<file path="config.mk">
export PLATFORM = sky130hd
export DESIGN_NAME = can_tx_scheduler
export DESIGN_NICKNAME = d
export VERILOG_FILES = /design/src/rtl/can_tx_scheduler.sv
export SDC_FILE = /design/constraint.sdc
export NUM_CORES = 1
export LEC_CHECK = 0
export ABC_AREA = 1
export BUFFER_PORTS_ARGS = -buffer_cell sky130_fd_sc_hd__buf_2
export CORE_UTILIZATION = 44
export CTS_CLUSTER_SIZE = 25
export DETAILED_ROUTE_END_ITERATION = 12
export GPL_ROUTABILITY_DRIVEN = 0
export PLACE_DENSITY = 0.88
export REMOVE_ABC_BUFFERS = 1
export SLEW_MARGIN = 5
export SYNTH_ARGS = -nofsm -noshare
export SYNTH_HDL_FRONTEND = slang
export SYNTH_SLANG_ARGS = --single-unit
</file>
<file path="constraint.sdc">
create_clock -name clk -period 2.2 [get_ports clk]
set_input_delay 0.11 -clock clk [delete_from_list [all_inputs] [get_ports clk]]
set_output_delay 0.11 -clock clk [all_outputs]
set_load 0.005 [all_outputs]
</file>
<file path="src/rtl/can_tx_scheduler.sv">
// rtl/can_tx_scheduler.sv - round-robin Wishbone sequencer sharing one CAN TX/RX register shell
module can_tx_scheduler #(
  parameter int NREQ     = 4,
  parameter bit LOOPBACK = 1'b1,
  parameter int POLL_MAX = 255
) (
  input  logic                 clk,
  input  logic                 rst_n,
  input  logic [NREQ-1:0]      req_valid,
  input  logic [11*NREQ-1:0]   req_id,
  input  logic [8*NREQ-1:0]    req_len,
  input  logic [8*NREQ-1:0]    req_d0,
  input  logic [8*NREQ-1:0]    req_d1,
  output logic [NREQ-1:0]      req_ack,
  output logic [NREQ-1:0]      req_err,
  output logic                 busy,
  output logic [2:0]           grant_idx,
  output logic                 rx_valid,
  output logic [10:0]          rx_id,
  output logic [7:0]           rx_len,
  output logic [7:0]           rx_d0,
  output logic [7:0]           rx_d1,
  output logic [31:0]          wb_adr_o,
  output logic [31:0]          wb_dat_o,
  input  logic [31:0]          wb_dat_i,
  output logic                 wb_we_o,
  output logic                 wb_cyc_o,
  output logic                 wb_stb_o,
  input  logic                 wb_ack_i
);

  typedef enum logic [3:0] {
    S_IDLE, S_WR_ID, S_WR_LEN, S_WR_D0, S_WR_D1, S_WR_CMD, S_POLL,
    S_RD_RID, S_RD_RLEN, S_RD_RD0, S_RD_RD1, S_CLR, S_DONE
  } state_t;

  state_t          state_q;
  logic [2:0]      rr_ptr_q, grant_q;
  logic [7:0]      poll_cnt_q;
  logic [10:0]     id_q;
  logic [7:0]      len_q, d0_q, d1_q;
  logic [2:0]      w1c_q;
  logic            timeout_q, rx_got_q, busy_q, act_q, we_q, rx_valid_q;
  logic [31:0]     adr_q, dat_q;
  logic [NREQ-1:0] req_ack_q, req_err_q;
  logic [10:0]     rx_id_q;
  logic [7:0]      rx_len_q, rx_d0_q, rx_d1_q;

  logic            hi_found, lo_found;
  logic [2:0]      hi_idx, lo_idx, win_idx, rr_next;
  logic [10:0]     sel_id;
  logic [7:0]      sel_len, sel_d0, sel_d1, len_clamp;
  logic [NREQ-1:0] grant_oh;
  logic            op_we_d;
  logic [31:0]     op_adr_d, op_dat_d;
  logic            unused_dat;

  assign unused_dat = ^wb_dat_i[31:11];

  // Descending scans leave the lowest index set; "hi" only counts indices at/after rr_ptr.
  always_comb begin
    hi_found = 1'b0;
    hi_idx   = 3'd0;
    lo_found = 1'b0;
    lo_idx   = 3'd0;
    for (int i = NREQ - 1; i >= 0; i--) begin
      if (req_valid[i]) begin
        lo_found = 1'b1;
        lo_idx   = 3'(i);
        if (3'(i) >= rr_ptr_q) begin
          hi_found = 1'b1;
          hi_idx   = 3'(i);
        end
      end
    end
    win_idx = hi_found ? hi_idx : lo_idx;
    rr_next = (win_idx == 3'(NREQ - 1)) ? 3'd0 : win_idx + 3'd1;
  end

  always_comb begin
    sel_id  = '0;
    sel_len = '0;
    sel_d0  = '0;
    sel_d1  = '0;
    for (int i = 0; i < NREQ; i++) begin
      grant_oh[i] = (3'(i) == grant_q);
      if (3'(i) == win_idx) begin
        sel_id  = req_id[11*i +: 11];
        sel_len = req_len[8*i +: 8];
        sel_d0  = req_d0[8*i +: 8];
        sel_d1  = req_d1[8*i +: 8];
      end
    end
  end

  assign len_clamp = (len_q > 8'd8) ? 8'd8 : len_q;

  always_comb begin
    op_we_d  = 1'b0;
    op_adr_d = 32'h0;
    op_dat_d = 32'h0;
    case (state_q)
      S_WR_ID:   begin op_we_d = 1'b1; op_adr_d = 32'h08; op_dat_d = {21'h0, id_q}; end
      S_WR_LEN:  begin op_we_d = 1'b1; op_adr_d = 32'h0C; op_dat_d = {24'h0, len_clamp}; end
      S_WR_D0:   begin op_we_d = 1'b1; op_adr_d = 32'h10; op_dat_d = {24'h0, d0_q}; end
      S_WR_D1:   begin op_we_d = 1'b1; op_adr_d = 32'h14; op_dat_d = {24'h0, d1_q}; end
      S_WR_CMD:  begin op_we_d = 1'b1; op_adr_d = 32'h00; op_dat_d = {30'h0, LOOPBACK, 1'b1}; end
      S_POLL:    op_adr_d = 32'h04;
      S_RD_RID:  op_adr_d = 32'h18;
      S_RD_RLEN: op_adr_d = 32'h1C;
      S_RD_RD0:  op_adr_d = 32'h20;
      S_RD_RD1:  op_adr_d = 32'h24;
      S_CLR:     begin op_we_d = 1'b1; op_adr_d = 32'h04; op_dat_d = {29'h0, w1c_q}; end
      default:   op_we_d = 1'b0;
    endcase
  end

  always_ff @(posedge clk or negedge rst_n) begin
    if (!rst_n) begin
      state_q    <= S_IDLE;
      rr_ptr_q   <= '0;
      grant_q    <= '0;
      poll_cnt_q <= '0;
      id_q       <= '0;
      len_q      <= '0;
      d0_q       <= '0;
      d1_q       <= '0;
      w1c_q      <= '0;
      timeout_q  <= 1'b0;
      rx_got_q   <= 1'b0;
      busy_q     <= 1'b0;
      act_q      <= 1'b0;
      we_q       <= 1'b0;
      adr_q      <= '0;
      dat_q      <= '0;
      req_ack_q  <= '0;
      req_err_q  <= '0;
      rx_valid_q <= 1'b0;
      rx_id_q    <= '0;
      rx_len_q   <= '0;
      rx_d0_q    <= '0;
      rx_d1_q    <= '0;
    end else begin
      case (state_q)
        S_IDLE: begin
          if (lo_found) begin
            grant_q    <= win_idx;
            rr_ptr_q   <= rr_next;
            id_q       <= sel_id;
            len_q      <= sel_len;
            d0_q       <= sel_d0;
            d1_q       <= sel_d1;
            poll_cnt_q <= '0;
            timeout_q  <= 1'b0;
            rx_got_q   <= 1'b0;
            busy_q     <= 1'b1;
            state_q    <= S_WR_ID;
          end
        end
        S_DONE: begin
          req_ack_q  <= '0;
          req_err_q  <= '0;
          rx_valid_q <= 1'b0;
          busy_q     <= 1'b0;
          state_q    <= S_IDLE;
        end
        default: begin
          // The cycle with the bus idle on entry to each op state is the mandatory gap.
          if (!act_q) begin
            act_q <= 1'b1;
            we_q  <= op_we_d;
            adr_q <= op_adr_d;
            dat_q <= op_dat_d;
          end else if (wb_ack_i) begin
            act_q <= 1'b0;
            we_q  <= 1'b0;
            adr_q <= '0;
            dat_q <= '0;
            case (state_q)
              S_WR_ID:  state_q <= S_WR_LEN;
              S_WR_LEN: state_q <= S_WR_D0;
              S_WR_D0:  state_q <= S_WR_D1;
              S_WR_D1:  state_q <= S_WR_CMD;
              S_WR_CMD: state_q <= S_POLL;
              S_POLL: begin
                if (!wb_dat_i[0]) begin
                  if (poll_cnt_q + 8'd1 == 8'(POLL_MAX)) begin
                    w1c_q     <= 3'h7;
                    timeout_q <= 1'b1;
                    state_q   <= S_CLR;
                  end else begin
                    poll_cnt_q <= poll_cnt_q + 8'd1;
                  end
                end else if (wb_dat_i[1]) begin
                  state_q <= S_RD_RID;
                end else begin
                  w1c_q   <= 3'h1;
                  state_q <= S_CLR;
                end
              end
              S_RD_RID:  begin rx_id_q  <= wb_dat_i[10:0]; state_q <= S_RD_RLEN; end
              S_RD_RLEN: begin rx_len_q <= wb_dat_i[7:0];  state_q <= S_RD_RD0; end
              S_RD_RD0:  begin rx_d0_q  <= wb_dat_i[7:0];  state_q <= S_RD_RD1; end
              S_RD_RD1: begin
                rx_d1_q  <= wb_dat_i[7:0];
                rx_got_q <= 1'b1;
                w1c_q    <= 3'h3;
                state_q  <= S_CLR;
              end
              S_CLR: begin
                if (timeout_q) req_err_q <= grant_oh;
                else           req_ack_q <= grant_oh;
                rx_valid_q <= rx_got_q;
                state_q    <= S_DONE;
              end
              default: state_q <= S_IDLE;
            endcase
          end
        end
      endcase
    end
  end

  assign req_ack   = req_ack_q;
  assign req_err   = req_err_q;
  assign busy      = busy_q;
  assign grant_idx = grant_q;
  assign rx_valid  = rx_valid_q;
  assign rx_id     = rx_id_q;
  assign rx_len    = rx_len_q;
  assign rx_d0     = rx_d0_q;
  assign rx_d1     = rx_d1_q;
  assign wb_adr_o  = adr_q;
  assign wb_dat_o  = dat_q;
  assign wb_we_o   = we_q;
  assign wb_cyc_o  = act_q;
  assign wb_stb_o  = act_q;

endmodule

</file>
==> key figures <==
Status
  • Status: finished, violations left
  • Failing checks: negative setup slack

Power and ir drop
  • Power share of the combinational group: 0.492
  • Overall power: 11.31 mW
  • Lkg Pwr: ~4.7 nW
  • Clock power frac: 0.223
  • Switch Pwr: 4.626 mW
  • Internal power: 6.684 mW
  • Net Sw Frac: 0.4090
  • Reg power frac: 0.284
  • Max VDD drop: 0.6205 mV
  • Pwr dens: between 1000 and 1500 nW/um^2

CTS
  • # H-tree levels: 4
  • Clock buffer count from CTS: 17
  • TritonCTS clock tree: built
  • Worst-path clk slew: 50 ps
  • Clock latency at the later pin of the worst-skew pair: 410 ps
  • Clock Path Buffers: 2
  • Clock sink total: around 120
  • Clock Tree Root: clkbuf_16

Finish
  • Most frequent cells in the layout: buf_2 (221), nand2_1 (214), dfrtp_1 (118), inv_1 (73), a21oi_1 (62)
  • Share of cells above drive strength 1: 0.2957
  • Layout Utilization: 0.5972
  • Leading cell type in the layout, fill and taps excluded: buf_2
  • Non-Filler Instances: 1315
  • Nets: 1305
  • Area grow syn2layout: 32.50%

Flow run
  • Max Cap Viol: 0

Routing
  • Routed wl met3: 1152 um
  • Uppermost layer routed: met4
  • Vias per cell: just over 5
  • DR WL met2: 10380 um
  • Antenna Nets Post-Route: 0
  • DRT Pass-1 Iters: 5
  • Via Count: 6814
  • Met1 wire length: 8179 um
  • Wirelength, routed: about 20000 um
  • Initial DRC count: 347
  • WL/cell: 15.47 um
  • Remaining DRCs: 0

Setup path
  • Setup CP Type: reg2reg
  • WP data required: 2520 ps
  • Reg2reg end: id_q[6]
  • Crit path max fanout: 9
  • CP Launch Type: register
  • R2R depth: 16
  • Reg2Reg Setup Slack: -40 ps
  • Critical Path AT: 2570 ps
  • Crit. End Element: register
  • R2r startpoint: rr_ptr_q[1]

Global routing
  • Initial antenna violation count: 1
  • Pin count of the biggest net entering global routing: 71
  • Number of global-route vias before repair: 6346
  • Aggregate global routing overflow: 0
  • First-pass GRT wire length: 30110 um
  • GRT Overall Usage: 0.2400

Die
  • DIE HEIGHT: around 130 um
  • Core Rows: 45
  • I/O pin count: 294
  • Die ar.: 16020 um^2
  • Initial Utilization: 0.4507
  • Core outline area: 15150 um^2
  • Horiz. Die Dim: 126.6 um

STA
  • Clock Skew: 7.849 ps
  • Final min period: between 2000 and 2500 ps
  • Hold Fails Final Rpt: 0
  • Fin. max-slew vios: 0
  • Final worst setup slack: -42.59 ps
  • RSZ-0062 raised after global routing: yes
  • Final setup vio count: 5
  • Max Clk Rate: 0.4459 GHz
  • Measured slew at the worst slew-check pin: 620.5 ps
  • Slew headroom: 0.5863
  • Final period util: 1.019

Synth
  • Synth top area share: 0.4326
  • Sequential fraction of the synthesis area: 0.4326
  • Syn. warnings: 0
  • Largest family of logic cells by synthesized area: simple AND/OR/NAND/NOR gates
  • Yosys top cell by area: dfrtp_1
  • Post-Synth Simple-Gate Area: 0.2080
  • Synth area leaders: dfrtp_1 (43%), nand2_1 (12%), a22oi_1 (5.8%)
  • Cells after Synth: roughly 870
  • Mapped Area: 6827 um^2
  • Compound-cell area share of the yosys netlist: 0.2078
  • Adder-Cell Fraction of Synth Area: 0.01833
  • Mux share of post-synthesis cell area: 0.004949
  • Synthesized area per cell: 7.874 um^2
  • Post-Synth XOR/XNOR Area: 0
  • Synth unique cells: between 40 and 50
  • FF+latch count, synth: 118

Placement
  • Dpl cells: 1258
  • PortBufs: 222
  • Dpl ws: -13.11 ps
  • HPWL after detailed placement: 13490 um

Hold path
  • Worst hold start: req_id[33]
  • Hold Path End: id_q[0]
  • WHS Path Cells: 3
  • Hold Path Class: in2reg
layout make-up:
type                       instances  area (um^2)
multi-input combinational        626         3314
clock buffer                      24        481.7
fill                            1306         6101
inverter                          86        327.8
clock inverter                     5        50.05
sequential                       118         2953
timing repair buffer             267         1680
tap                              188        235.2
antenna                            1        2.502
stage by stage:
stage / area (um^2) / hold slack (ps) / TNS (ps)
floorplan: 6466 / -185.6 / -25030
global placement: 8040 / 157.5 / 0
detailed placement: 8040 / 161.0 / -36.43
CTS: 8762 / 0.3139 / 0
global route: 9045 / 24.36 / -3323
finish: 9045 / 10.40 / -106.4
logic make-up (layout without fill, tap and decap cells):
kind of cell	Yosys count	in the layout
fa+ha+maj	10	10
flops	118	118
other cells	1	51
buf+inv	172	382
simple gates	325	325
compound gates	238	238
mux	3	3
critical path: stages (launching register included):
cell and delay [ps]:
dfrtp_1 390, inv_2 70, o21ai_2 160, nand2_2 100, nor2_1 100, nand2_1 80, nand3_2 90, buf_6 110
ha_4 120, inv_2 40, nor2_4 110, buf_12 150, clkbuf_16 170, a22oi_1 60, o21ai_0 170, nand2_1 70
a22oi_1 160
how the worst max path moves through the flow:
stage                     start       end  slack [ps]  cells past startpoint
CTS                 rr_ptr_q[1]   id_q[8]          10                     13
global placement    rr_ptr_q[1]   d1_q[7]          80                     13
global route        rr_ptr_q[1]  len_q[0]        -150                     16
finish              rr_ptr_q[1]   id_q[6]         -40                     16
detailed placement  rr_ptr_q[1]   d1_q[7]         -10                     14
floorplan           rr_ptr_q[1]   d0_q[0]        -720                     11
power by group through the flow:
stage,sequential (mW),combinational [mW],clock [mW]
5_1_grt,3.28,6.15,2.67
6_report,3.22,5.57,2.52
3_5_place_dp,3.24,4.83,0
2_1_floorplan,3.18,3.08,0
4_1_cts,3.21,4.87,2.57
3_3_place_gp,3.21,4.68,0
cell usage after synthesis (all sizes together):
cell type	count
o22ai	5
a22o	1
a21oi	68
nand3b	5
a32o	3
mux2	3
nand4	2
o21bai	2
a22oi	53
nor4	1
nand2	222
ha	10
o21ai	100
dfrtp	118
o31ai	3
a211oi	1
a221oi	1
nand3	27
or2	3
clkbuf	18
clkinv	3
o21a	1
inv	83
buf	68
conb	1
nor3	9
nor2	56
timing repair:
action,4_1_cts,5_1_grt
pin swaps,0,15
endpoints found under the setup margin,11,49
hold buffers,19,0
gates cloned,0,6
buffers inserted,0,2
endpoints found under the hold margin,65,0
resized for setup,3,48
metal layers:
| metal | vias up | track usage |
|---|---|---|
| li1 | 3287 | - |
| met1 | 3178 | 0.2835 |
| met2 | 306 | 0.4293 |
| met3 | 43 | 0.04302 |
| met4 | 0 | 0.09993 |
| met5 | - | 0 |
Note: power is estimated with default switching activity, not from simulation.
